`src/rtl/rng_pkg.sv`:
```
// Shared types and constants for the dino-game LFSR random source.
package rng_pkg;

    typedef enum logic {
        IDLE = 1'b0,
        DRAW = 1'b1
    } rng_fsm_e;

    localparam int unsigned RNG_DEF_WIDTH = 5;
    localparam logic [4:0]  RNG_DEF_TAPS  = 5'b10010;
    localparam logic [4:0]  RNG_DEF_SEED  = 5'd1;

    // Maximal-length Fibonacci feedback masks (MSB always set).
    localparam logic [7:0]  RNG_TAPS_W8  = 8'hB8;
    localparam logic [15:0] RNG_TAPS_W16 = 16'hB400;
    localparam logic [31:0] RNG_TAPS_W32 = 32'h8020_0003;

endpackage : rng_pkg

```
`src/rtl/lfsr_core.sv`:
```
// Fibonacci LFSR state register with seed load, step enable and zero-state recovery.
module lfsr_core #(
    parameter int unsigned      WIDTH = 5,
    parameter logic [WIDTH-1:0] TAPS  = WIDTH'(5'b10010),
    parameter logic [WIDTH-1:0] SEED  = WIDTH'(1),
    parameter int unsigned      OUT_W = WIDTH
) (
    input  logic             clk,
    input  logic             sys_rst,
    input  logic             step,
    input  logic             load,
    input  logic [WIDTH-1:0] load_val,
    output logic [WIDTH-1:0] state,
    output logic [OUT_W-1:0] draw_bits_c
);

    logic [WIDTH-1:0] next_c;

    // Shift left, feedback parity into bit 0; a zero state falls back to SEED.
    always_comb begin
        next_c = SEED;
        if (state != '0) begin
            next_c = {state[WIDTH-2:0], ^(state & TAPS)};
        end
    end

    assign draw_bits_c = next_c[OUT_W-1:0];

    always_ff @(posedge clk or posedge sys_rst) begin
        if (sys_rst) begin
            state <= SEED;
        end else if (load) begin
            state <= (load_val == '0) ? SEED : load_val;
        end else if (step || (state == '0)) begin
            state <= next_c;
        end
    end

endmodule : lfsr_core

```
`src/rtl/lfsr_draw_rng.sv`:
```
// LFSR random source with entropy-gated free run and an OUT_W-bit request/valid draw port.
module lfsr_draw_rng
    import rng_pkg::*;
#(
    parameter int unsigned      WIDTH = RNG_DEF_WIDTH,
    parameter logic [WIDTH-1:0] TAPS  = WIDTH'(RNG_DEF_TAPS),
    parameter logic [WIDTH-1:0] SEED  = WIDTH'(RNG_DEF_SEED),
    parameter int unsigned      OUT_W = 5
) (
    input  logic             clk,
    input  logic             sys_rst,
    input  logic             entropy_in,
    input  logic             seed_load,
    input  logic [WIDTH-1:0] seed_in,
    input  logic             draw_req,
    output logic             draw_busy,
    output logic             draw_valid,
    output logic [OUT_W-1:0] draw_data,
    output logic [WIDTH-1:0] state
);

    localparam int unsigned CNT_W = $clog2(OUT_W + 1);

    rng_fsm_e         fsm;
    logic [CNT_W-1:0] cnt;
    logic             step_c;
    logic [OUT_W-1:0] draw_bits_c;

    // Draws step every edge; idle stepping follows entropy; seeding overrides both.
    assign step_c = !seed_load && ((fsm == DRAW) || entropy_in);

    lfsr_core #(
        .WIDTH (WIDTH),
        .TAPS  (TAPS),
        .SEED  (SEED),
        .OUT_W (OUT_W)
    ) u_core (
        .clk         (clk),
        .sys_rst     (sys_rst),
        .step        (step_c),
        .load        (seed_load),
        .load_val    (seed_in),
        .state       (state),
        .draw_bits_c (draw_bits_c)
    );

    always_ff @(posedge clk or posedge sys_rst) begin
        if (sys_rst) begin
            fsm        <= IDLE;
            cnt        <= '0;
            draw_busy  <= 1'b0;
            draw_valid <= 1'b0;
            draw_data  <= '0;
        end else begin
            draw_valid <= 1'b0;
            if (seed_load) begin
                fsm       <= IDLE;
                cnt       <= '0;
                draw_busy <= 1'b0;
            end else begin
                case (fsm)
                    IDLE: begin
                        if (draw_req) begin
                            fsm       <= DRAW;
                            cnt       <= CNT_W'(OUT_W);
                            draw_busy <= 1'b1;
                        end
                    end
                    DRAW: begin
                        cnt <= cnt - CNT_W'(1);
                        // Last step: capture the bits this edge shifts in.
                        if (cnt == CNT_W'(1)) begin
                            fsm        <= IDLE;
                            draw_busy  <= 1'b0;
                            draw_valid <= 1'b1;
                            draw_data  <= draw_bits_c;
                        end
                    end
                    default: begin
                        fsm       <= IDLE;
                        cnt       <= '0;
                        draw_busy <= 1'b0;
                    end
                endcase
            end
        end
    end

endmodule : lfsr_draw_rng
```
`config.mk`:
```
export PLATFORM = sky130hd
export DESIGN_NAME = lfsr_draw_rng
export DESIGN_NICKNAME = d
export VERILOG_FILES = /design/src/rtl/rng_pkg.sv /design/src/rtl/lfsr_core.sv /design/src/rtl/lfsr_draw_rng.sv
export SDC_FILE = /design/constraint.sdc
export NUM_CORES = 1
export LEC_CHECK = 0
export ABC_AREA = 1
export BUFFER_PORTS_ARGS = -buffer_cell sky130_fd_sc_hd__buf_4
export CORE_MARGIN = 3
export CORE_UTILIZATION = 45
export DETAILED_ROUTE_END_ITERATION = 10
export HOLD_SLACK_MARGIN = 0.05
export PLACE_DENSITY = 0.78
export SLEW_MARGIN = 20
export SYNTH_ARGS = -nofsm -noshare
export SYNTH_HDL_FRONTEND = slang
export SYNTH_SLANG_ARGS = --single-unit
export TNS_END_PERCENT = 50
```
`constraint.sdc`:
```
create_clock -name clk -period 2.7 [get_ports clk]
set_input_delay 0.54 -clock clk [delete_from_list [all_inputs] [get_ports clk]]
set_output_delay 0.54 -clock clk [all_outputs]
set_load 0.01 [all_outputs]
```
Word level (Yosys, flattened, before mapping)
Index checks and enable logic that the tools add are counted.

Register bits after elaboration: 16. Input bits: 10. Output and inout bits: 12. Logic and storage cells: 41.

Add/subtract/negate cells: 1. Equal/unequal tests: 3. Muxes and demuxes: 18. Bitwise operators: 2. Reduce and logical (&&, ||, !) cells: 11.

Operators by type and width (count): 5-bit two-way mux (4); 5-bit logical NOT (2); 1-bit two-way mux (9); 3-bit two-way mux (2); 3-bit case mux with 2 select lines (1); 5-bit nonzero test (1); 5-bit XOR reduction (1); 1-bit case mux with 2 select lines (2); 3-bit by 1-bit == test with 1-bit output (second input constant) (1); 3-bit by 2-bit != test with 1-bit output (second input constant) (1); 3-bit != test (second input constant) (1); 3-bit AND reduction (1); 3-bit by 1-bit subtractor with 3-bit output (second input constant) (1); 1-bit logical OR (2); 1-bit inverter (2); 2-bit AND reduction (1); 2-bit nonzero test (1); 1-bit logical AND (1); 1-bit logical NOT (1).

Depth between registers and ports, before layout
Gate-level depths: netlist of run 1.

Depth after elaboration: 5. Mapped depth: 8.

Hierarchy
A second synthesis of run 1 with hierarchy kept.

Cells, all modules: 110. Area total of the unflattened synthesis: 854.6 um^2.

By module, submodules not included: lfsr_draw_rng (instances 1, cells an instance 59, area an instance 495.5 um^2); lfsr_core (instances 1, cells an instance 51, area an instance 359.1 um^2).

Worst setup path after synthesis of run 1
OpenSTA, ideal clock, no wires.

Kind: input-to-reg. Start point: input port seed_load. End point: register u_core.state[1]. Setup time: 0.122 ns. Arrival: 1.009 ns. Setup slack: 1.569 ns. Stages: 6. Cells stage by stage: inv_1 > nand2_1 > nor2_2 > nand2_4 > nand2_1 > o21ai_1.

Cells in the longest elaborated chain, start to end: 4. Elaborated cells on any way between the ends: 5. Classes of those cells: mux (1); reduce/logical (4).

Ends and longest elaborated chain: from (decl) (RTL line lfsr_draw_rng.sv:13) `input logic seed_load,`; 1-bit logical NOT (RTL line lfsr_draw_rng.sv:30) `assign step_c = !seed_load && ((fsm == DRAW) || entropy_in);`; 1-bit logical AND (RTL line lfsr_draw_rng.sv:30); 1-bit logical OR (RTL line lfsr_core.sv:34) `end else if (step || (state == '0)) begin`; 2-bit nonzero test (no line); to (signal assigned) (RTL line lfsr_core.sv:33) `state <= (load_val == '0) ? SEED : load_val;`; to (signal assigned) (RTL line lfsr_core.sv:35) `state <= next_c;`; to (decl) (RTL line lfsr_core.sv:13) `output logic [WIDTH-1:0] state,`.

Parallel ways exist; a longest one is shown, timed or not. A chain may end at the register's enable or synchronous reset.

Final worst setup path of run 1
Start point: register u_core.state[0]. End point: output port state[0].

RTL lines: to (decl) (RTL line lfsr_draw_rng.sv:19) `output logic [WIDTH-1:0] state`.

No word-level cell between the ends.

==> metrics.yaml, run 1 <==
post-cts-setup-buffers: 0
htreeDepth: 1
cap_violations: 0
io_buffers: 21
path_delay_family: "flip-flops"
rsz0062_at_grt: "no"
dieArea_mm2: 0.00229
drcViolationCount: 0
yosys.area.top_type: "dfrtp_1"
drt_pre_antenna_iters: 4
dp_slack_ps: 1300
clkSlewWorstSetupHoldPaths_ps: 90
diodes: 0
tightest_slew_ps: 602
cp_slowest_cell: "dfstp_2"
hold_class: "primary input to async pin"
yosysSeqAreaShare: 0.510
async_reset_ff_frac: 1.00
synth_edf_count: 0
syn_nets: 102
postCtsHoldBufs: 0
crit_chain: "buf_4"
wirelength_um: 1580
final_util: 0.633
fp.dieW_um: 47.9
hold-worst-slack_ps: 323
drt-initial-drc-count: 12
ir_drop_v: 0.000353
cts_resized: 0
wire_per_inst_um: 12.1
p_leak_nw: 0.513
grt_pass1_vias: 586
start_kind: "flop"
power_density_mw_per_mm2: 744
insertion_delay_ps: 280
synth_top_area_frac: 0.476
post-dp-hpwl_um: 1220
cts.sinks: 16
ys_warn_count: 0
fmaxAchievable_mhz: 659
ys_types: 20
avgSynthCellArea_um2: 8.76
drive_gt1_frac: 0.298
synth_commonest_cells: "nand2_1, dfrtp_1, inv_1"
syn_inst: 90
pin_count: 22
cts_buffers: 3
syn-cell-area_um2: 788
die_y_um: 47.9
track_usage: 0.155
clockBufferDepth: 2
max_stage_delay_ps: 570
synth_ff_type: "dfrtp_1"
overflow: 0
grt_first_pass_wirelength_um: 2440
start_util: 0.500
fin_nets: 127
slew_headroom: 0.598
fin_crit_sh: 0.562
core.rowCount: 14
fillers: 143
yosysMostFrequentCell: "nand2_1"
synth_seq_cells: 16
crit_buf_inv: 1
gp_congestion: 0.879
fin_ws_ps: 1180
final_max_slew_viol_count: 0
multiInputGateArea_um2: 328
min_period_ps: 1520
finClkSkew_ps: 4.55
syn_to_final_growth_pct: 26.5
cts_root_buf: "clkbuf_4"
core_region_area_mm2: 0.00158
synthTopCellsByArea: "dfrtp_1, nand2_1, o21ai_0"
seq_area_um2: 402
hold_viol: 0
outcome: "completed"
path_max_fanout: 4
grt_max_degree: 17
critPathKind: "flop to primary output"
arrival_ps: 980
ant_nets: 0
antenna_found_initial: 0
vias: 660
setup_viol: 0
crit_required_ps: 2160
via_per_inst: 5.08
cts_tree: "yes"
crit_path_end_kind: "primary output"
tns_ps: 0
-- power by group --
group,total (mW),internal [mW],switching [mW]
clock,0.155,0.0820,0.0734
sequential,0.341,0.300,0.0411
combinational,0.245,0.120,0.125
total,0.742,0.502,0.240
-- routing by layer --
metal | GRT usage | up-vias | routed length (um)
li1 | - | 339 | -
met1 | 0.218 | 293 | 736
met2 | 0.216 | 26 | 718
met3 | 0.0451 | 2 | 107
met4 | 0.0699 | 0 | 15
met5 | 0 | - | 0
-- state kept, by name, indices dropped and copies added, names as in the netlist --
name and count:
draw_data 5, u_core.state 5, cnt 3, draw_busy 1, draw_valid 1, fsm 1
-- per-stage QoR --
step	instances	area, um^2	power (mW)
floorplan	90	788	0.475
global placement	126	961	0.585
detailed placement	126	961	0.594
CTS	130	997	0.751
global route	130	997	0.796
finish	130	997	0.742
-- cells in the final DEF (no fill, tap or decap) --
cell type	n
ha_1	2
a211oi_1	1
clkbuf_8	1
o32ai_1	1
o21ai_0	9
nand2_1	21
nor2_2	1
inv_1	11
clkbuf_4	3
o21ai_1	8
nand3_1	4
clkinv_4	1
o21a_1	1
a21oi_1	1
dfstp_2	1
buf_4	21
dfrtp_1	15
nor2_1	5
nor2_4	3
inv_2	1
nand2_4	2
xnor2_1	1
-- cell type report --
type	count	share of cell area
well taps	16	0.0201
inverters	13	0.0540
flip-flops and latches	16	0.403
clock buffers	4	0.0364
multi-input cells	60	0.329
repair buffers	21	0.158
-- cells by family after synthesis --
kind of cell / after synthesis / share of synthesized area
simple gates: 36 / 0.229
compound gates: 21 / 0.144
flops: 16 / 0.510
buf+inv: 14 / 0.0746
fa+ha+maj: 2 / 0.0317
xor+xnor: 1 / 0.0111
-- path summary, 6_finish.rpt --
check,startpoint,endpoint,slack (ps),depth (start not counted)
setup / recovery,u_core.state[0]$_DFFE_PP1P_,state[0],1180,1
hold / removal,sys_rst,draw_data[1]$_DFFE_PP0P_,320,2
setup reg to reg,cnt[1]$_DFFE_PP0P_,draw_data[0]$_DFFE_PP0P_,1480,8
hold reg to reg,draw_data[0]$_DFFE_PP0P_,draw_data[0]$_DFFE_PP0P_,500,1
max in group asynchronous,sys_rst,draw_data[0]$_DFFE_PP0P_,1990,2
min in group clk,draw_req,cnt[1]$_DFFE_PP0P_,490,2
No activity file was read; power rests on OpenSTA's default activity.
==> run 2, diff against run 1 <==
--- a/config.mk
+++ b/config.mk
@@ -5,13 +5,13 @@
 export SDC_FILE = /design/constraint.sdc
 export NUM_CORES = 1
 export LEC_CHECK = 0
-export ABC_AREA = 1
+export ABC_AREA = 0
 export BUFFER_PORTS_ARGS = -buffer_cell sky130_fd_sc_hd__buf_4
 export CORE_MARGIN = 3
 export CORE_UTILIZATION = 45
 export DETAILED_ROUTE_END_ITERATION = 10
 export HOLD_SLACK_MARGIN = 0.05
-export PLACE_DENSITY = 0.78
+export PLACE_DENSITY = 0.79
 export SLEW_MARGIN = 20
 export SYNTH_ARGS = -nofsm -noshare
 export SYNTH_HDL_FRONTEND = slang
==> constraint.sdc (replaced) <==
create_clock -name clk -period 1.6 [get_ports clk]
set_input_delay 0.32 -clock clk [delete_from_list [all_inputs] [get_ports clk]]
set_output_delay 0.32 -clock clk [all_outputs]
set_load 0.01 [all_outputs]
==> metrics.yaml, run 2 <==
clkSlewWorstSetupHoldPaths_ps: 100  # was 90 ps
largestRegisters: "draw_data: 5 flops, u_core.state: 5 flops, cnt: 3 flops"  # unchanged
clockBufferDepth: 2  # unchanged
seq_area_um2: 403  # was 402 um^2
synth_commonest_cells: "dfrtp_1, mux2_2, inv_1"  # was nand2_1, dfrtp_1, inv_1
grt_first_pass_wirelength_um: 2440  # about the same
synth_top_area_frac: 0.482  # was 0.476
grt_max_degree: 17  # unchanged
syn_inst: 63  # was 90
crit_path_end_kind: "flop"  # was primary output
multiInputGateArea_um2: 345  # was 328 um^2
crit_required_ps: 1770  # was 2160 ps
violations: "negative setup slack"
cts_buffers: 3  # unchanged
stdcell_area_mm2: 0.00104  # was 997 um^2
setup_viol: 4  # was 0
drive_gt1_frac: 0.516  # was 0.298
synth_seq_cells: 16  # unchanged
yosysMostFrequentCell: "dfrtp_1"  # was nand2_1
drcViolationCount: 0  # unchanged
syn-cell-area_um2: 778  # was 788 um^2
min_period_ps: 1640
ir_drop_v: 0.000723  # was 0.000353 V
start_util: 0.499  # was 0.500
r2r_start: "u_core.state[0]$_DFFE_PP1P_"  # was cnt[1]$_DFFE_PP0P_
vias: 580  # was 660
io_buffers: 21  # unchanged
slew_headroom: 0.604  # was 0.598
critPathKind: "flop to flop"  # was flop to primary output
die_y_um: 47.6  # was 47.9 um
seq_power_share: 0.436  # was 0.460
core_region_area_mm2: 0.00156  # was 0.00158 mm^2
drt_pre_antenna_iters: 3  # was 4
fmaxAchievable_mhz: 611
cts.sinks: 16  # unchanged
via_per_inst: 5.32  # was 5.08
hold-worst-slack_ps: 80.3  # was 323 ps
fillers: 132  # was 143
synth_ff_type: "dfrtp_1"  # unchanged
pin_count: 22  # unchanged
avgSynthCellArea_um2: 12.4  # was 8.76 um^2
fin_crit_sh: 1.02
final_max_slew_viol_count: 0  # unchanged
final_common_cell: "buf_4"
placed_cell_area_um2: 990  # was 961 um^2
synth_edf_count: 0  # unchanged
overflow: 0  # unchanged
layout_common_cells: "buf_4, dfrtp_1, mux2_2"  # was nand2_1, buf_4, dfrtp_1
sw_frac_of_total: 0.294  # was 0.323
power_switching_uw: 383  # was 240 uW
yosysSeqAreaShare: 0.516  # was 0.510
grt_pass1_vias: 531  # was 586
power_density_mw_per_mm2: 1250  # was 744 mW/mm^2
insertion_delay_ps: 300  # was 280 ps
dp_slack_ps: -15.0  # was 1300 ps
gp_congestion: 0.777  # was 0.879
cts_root_buf: "clkbuf_4"  # unchanged
cap_violations: 0  # unchanged
drt-initial-drc-count: 2  # was 12
dieArea_mm2: 0.00226  # was 0.00229 mm^2
ys_warn_count: 0  # unchanged
r2r_cells: 3  # was 8
path_max_fanout: 5  # was 4
fp.dieW_um: 47.6  # was 47.9 um
internal-power_uw: 919  # was 502 uW
rr_endpoint: "u_core.state[2]$_DFFE_PP0P_"  # was draw_data[0]$_DFFE_PP0P_
antenna_found_initial: 0  # unchanged
outcome: "complete, but fails checks"  # was completed
htreeDepth: 1  # unchanged
diodes: 0  # unchanged
p_comb_frac: 0.356  # was 0.331
p_leak_nw: 0.495  # was 0.513 nW
async_reset_ff_frac: 1.00  # unchanged
yosys.area.top_type: "dfrtp_1"  # unchanged
start_kind: "flop"  # unchanged
finClkSkew_ps: 12.6  # was 4.55 ps
rsz0062_at_grt: "yes"  # was no
postCtsHoldBufs: 0  # unchanged
wirelength_um: 1610  # was 1580 um
cts_tree: "yes"  # unchanged
power.total_mw: 1.30  # was 742 uW
track_usage: 0.161  # was 0.155
syn_nets: 75  # was 102
ant_nets: 0  # unchanged
core.rowCount: 14  # unchanged
ys_types: 29  # was 20
clkPwrFrac: 0.207  # was 0.209
wire_per_inst_um: 14.8  # was 12.1 um
fin_ws_ps: -37.2  # was 1180 ps
tightest_slew_ps: 594  # was 602 ps
arrival_ps: 1810  # was 980 ps
hold_class: "primary input to async pin"  # unchanged
fin_nets: 106  # was 127
synthTopCellsByArea: "dfrtp_1, mux2_2, mux2_1"  # was dfrtp_1, nand2_1, o21ai_0
syn_to_final_growth_pct: 34.2  # was 26.5%
post-dp-hpwl_um: 1200  # was 1220 um
reg2reg_slack_ps: -40  # was 1480 ps
hold_viol: 0  # unchanged
-- run 2: critical path: stages, from the launching register on --
cell	delay, ps
dfstp_2	380
or4_4	540
o21ai_4	230
mux2_1	350
-- run 2: kinds of logic (layout without fill, tap and decap cells) --
group / after synthesis / count (layout) / share of synthesized area
compound gates: 9 / 9 / 0.0981
mux: 13 / 13 / 0.188
buf+inv: 9 / 39 / 0.0450
fa+ha+maj: 2 / 2 / 0.0321
flops: 16 / 16 / 0.516
xor+xnor: 2 / 2 / 0.0225
simple gates: 12 / 12 / 0.0981
-- run 2: what timing repair did --
action,in CTS,in global routing
endpoints found under the setup margin,4,4
resized for setup,0,1
setup buffers,1,1
-- run 2: worst max path at each step --
stage                                           start                           to  slack [ps]  depth (start not counted)
after floorplan           u_core.state[1]$_DFFE_PP0P_  u_core.state[1]$_DFFE_PP0P_         -20                          3
after global placement    u_core.state[1]$_DFFE_PP0P_  u_core.state[1]$_DFFE_PP0P_          30                          3
after detailed placement  u_core.state[1]$_DFFE_PP0P_  u_core.state[1]$_DFFE_PP0P_         -10                          3
after CTS                 u_core.state[1]$_DFFE_PP0P_  u_core.state[1]$_DFFE_PP0P_         -20                          3
after global routing      u_core.state[1]$_DFFE_PP0P_  u_core.state[2]$_DFFE_PP0P_         -80                          3
final                     u_core.state[0]$_DFFE_PP1P_  u_core.state[2]$_DFFE_PP0P_         -40                          3
-- run 2: area by class of cell --
type	instances	share of cell area
Multi-Input combinational cell	38	0.331
Timing Repair Buffer	29	0.208
Sequential cell	16	0.386
Inverter	6	0.0216
Clock buffer	4	0.0347
Tap cell	16	0.0192
-- run 2: layer usage --
metal / vias to the layer above / wire length [um] / part of all wire / global-route usage
met1: 278 / 720 / 0.45 / 0.194
li1: 283 / - / - / -
met2: 14 / 776 / 0.48 / 0.254
met3: 5 / 86 / 0.053 / 0.0564
met5: - / 0 / 0 / 0
met4: 0 / 29 / 0.018 / 0.0806
-- run 2: power by group through the flow --
| stage | Sequential, mW | Clock, mW | Combinational [mW] |
|---|---|---|---|
| final | 0.568 | 0.270 | 0.464 |
| after global routing | 0.583 | 0.295 | 0.507 |
| after CTS | 0.568 | 0.274 | 0.460 |
| after detailed placement | 0.577 | 0 | 0.457 |
| after global placement | 0.572 | 0 | 0.450 |
| after floorplan | 0.626 | 0 | 0.169 |
-- run 2: stage by stage --
step | setup TNS (ps) | std cells | utilization
finish | -105 | 109 | 0.670
global placement | 0 | 103 | 0.635
detailed placement | -24.3 | 103 | 0.635
global route | -313 | 109 | 0.670
floorplan | -64.6 | 63 | -
CTS | -38.8 | 108 | 0.663
==> run 3, diff against run 2 <==
--- a/config.mk
+++ b/config.mk
@@ -10,8 +10,9 @@
 export CORE_MARGIN = 3
 export CORE_UTILIZATION = 45
 export DETAILED_ROUTE_END_ITERATION = 10
+export GPL_ROUTABILITY_DRIVEN = 1
 export HOLD_SLACK_MARGIN = 0.05
-export PLACE_DENSITY = 0.79
+export PLACE_DENSITY = 0.83
 export SLEW_MARGIN = 20
 export SYNTH_ARGS = -nofsm -noshare
 export SYNTH_HDL_FRONTEND = slang
==> metrics.yaml, run 3 (synthesis gave the netlist of run 2 again) <==
outcome: "complete, but fails checks"  # unchanged
violations: "negative setup slack"  # unchanged
post-dp-hpwl_um: 1200  # about the same
layout_common_cells: "buf_4, dfrtp_1, mux2_2"  # unchanged
drt-initial-drc-count: 3  # was 2
drcViolationCount: 0  # unchanged
via_per_inst: 5.69  # was 5.32
grt_first_pass_wirelength_um: 2500  # was 2440 um
r2r_start: "u_core.state[1]$_DFFE_PP0P_"  # was u_core.state[0]$_DFFE_PP1P_
grt_pass1_vias: 554  # was 531
crit_chain: "or4_4, o21ai_4, mux2_1"  # unchanged
core.rowCount: 14  # unchanged
cap_violations: 0  # unchanged
power_density_mw_per_mm2: 1240  # was 1250 mW/mm^2
diodes: 0  # unchanged
htreeDepth: 1  # unchanged
wire_per_inst_um: 15.1  # was 14.8 um
start_kind: "flop"  # unchanged
final_common_cell: "buf_4"  # unchanged
largestRegisters: "draw_data: 5 flops, u_core.state: 5 flops, cnt: 3 flops"  # unchanged
cts_buffers: 3  # unchanged
tightest_slew_ps: 605  # was 594 ps
drive_gt1_frac: 0.489  # was 0.516
internal-power_uw: 871  # was 919 uW
critPathKind: "flop to flop"  # unchanged
drt_pre_antenna_iters: 4  # was 3
hold-worst-slack_ps: 92.9  # was 80.3 ps
seq_area_um2: 403  # unchanged
hold_class: "primary input to async pin"  # unchanged
cts_root_buf: "clkbuf_4"  # unchanged
io_buffers: 21  # unchanged
multiInputGateArea_um2: 345  # unchanged
rsz0062_at_grt: "yes"  # unchanged
track_usage: 0.158  # was 0.161
start_util: 0.499  # unchanged
cts_tree: "yes"  # unchanged
wirelength_um: 1610  # about the same
fin_nets: 103  # was 106
finClkSkew_ps: 7.10  # was 12.6 ps
vias: 603  # was 580
pin_count: 22  # unchanged
final_max_slew_viol_count: 0  # unchanged
ant_nets: 0  # unchanged
stdcell_area_mm2: 0.00101  # was 0.00104 mm^2
fp.dieW_um: 47.6  # unchanged
rr_endpoint: "u_core.state[1]$_DFFE_PP0P_"  # was u_core.state[2]$_DFFE_PP0P_
insertion_delay_ps: 290  # was 300 ps
placed_cell_area_um2: 975  # was 990 um^2
syn_to_final_growth_pct: 30.1  # was 34.2%
arrival_ps: 1810  # about the same
fmaxAchievable_mhz: 614  # was 611 MHz
dieArea_mm2: 0.00226  # unchanged
crit_required_ps: 1780  # was 1770 ps
final_util: 0.649  # was 0.670
fin_ws_ps: -29.9  # was -37.2 ps
crit_buf_inv: 0  # unchanged
reg2reg_slack_ps: -30  # was -40 ps
dp_slack_ps: -20.3  # was -15.0 ps
min_period_ps: 1630  # was 1640 ps
tns_ps: -74.4  # was -105 ps
clkSlewWorstSetupHoldPaths_ps: 100  # about the same
path_depth: 3  # unchanged
path_delay_family: "simple AND/OR/NAND/NOR gates"  # unchanged
cp_slowest_cell: "or4_4"  # unchanged
ir_drop_v: 0.000819  # was 0.000723 V
r2r_cells: 3  # unchanged
slew_headroom: 0.596  # was 0.604
grt_max_degree: 17  # unchanged
fillers: 121  # was 132
fin_crit_sh: 1.02  # about the same
sw_frac_of_total: 0.307  # was 0.294
power_switching_uw: 385  # was 383 uW
path_max_fanout: 5  # unchanged
die_y_um: 47.6  # unchanged
seq_power_share: 0.458  # was 0.436
crit_path_end_kind: "flop"  # unchanged
max_stage_delay_ps: 530  # was 540 ps
gp_congestion: 0.759  # was 0.777
p_comb_frac: 0.361  # was 0.356
clkPwrFrac: 0.181  # was 0.207
p_leak_nw: 0.475  # was 0.495 nW
core_region_area_mm2: 0.00156  # unchanged
setup_viol: 4  # unchanged
antenna_found_initial: 0  # unchanged
overflow: 0  # unchanged
hold_viol: 0  # unchanged
cts.sinks: 16  # unchanged
clockBufferDepth: 2  # unchanged
run 3: cell count changes in the layout (fill, tap and decap cells not counted):
cell,before,now
clkbuf_1,0,1
clkbuf_8,1,0
buf_4,29,26
run 3: area by class of cell:
type	count	share of cell area
clock buffers	4	0.0260
inverters	6	0.0222
multi-input cells	38	0.341
flip-flops and latches	16	0.398
well taps	16	0.0198
repair buffers	26	0.193
run 3: timing repair:
item,CTS,global route
setup buffers,1,0
resized for setup,1,0
endpoints found under the setup margin,4,4
pin swaps,0,0
hold buffers,0,0
run 3: stage by stage:
step                std cells  power (mW)
global placement          101        1.01
detailed placement        101        1.03
CTS                       106        1.26
finish                    106        1.26
floorplan                  63       0.795
global route              106        1.33
run 3: how the worst max path moves through the flow:
stage | startpoint | endpoint | slack, ps
finish | u_core.state[1]$_DFFE_PP0P_ | u_core.state[1]$_DFFE_PP0P_ | -30
global route | u_core.state[1]$_DFFE_PP0P_ | u_core.state[3]$_DFFE_PP0P_ | -70
CTS | u_core.state[1]$_DFFE_PP0P_ | u_core.state[1]$_DFFE_PP0P_ | -30
detailed placement | u_core.state[1]$_DFFE_PP0P_ | u_core.state[1]$_DFFE_PP0P_ | -20
global placement | u_core.state[1]$_DFFE_PP0P_ | u_core.state[2]$_DFFE_PP0P_ | 10
floorplan | u_core.state[1]$_DFFE_PP0P_ | u_core.state[1]$_DFFE_PP0P_ | -20
run 3: layer usage:
| metal | up-vias | track usage | wire length, um |
|---|---|---|---|
| li1 | 280 | - | - |
| met1 | 295 | 0.217 | 712 |
| met2 | 24 | 0.238 | 788 |
| met3 | 4 | 0.0150 | 70 |
| met4 | 0 | 0.0968 | 34 |
| met5 | - | 0 | 0 |
run 3: worst reg2reg max path, stage by stage (launching register included):
cell and delay (ps):
dfrtp_2 410, or4_4 530, o21ai_4 220, mux2_1 350
run 3: power groups by stage:
stage | logic [mW] | registers (mW) | clock network (mW)
global route | 0.492 | 0.587 | 0.252
floorplan | 0.169 | 0.626 | 0
finish | 0.453 | 0.575 | 0.228
detailed placement | 0.445 | 0.584 | 0
CTS | 0.454 | 0.575 | 0.234
global placement | 0.435 | 0.577 | 0
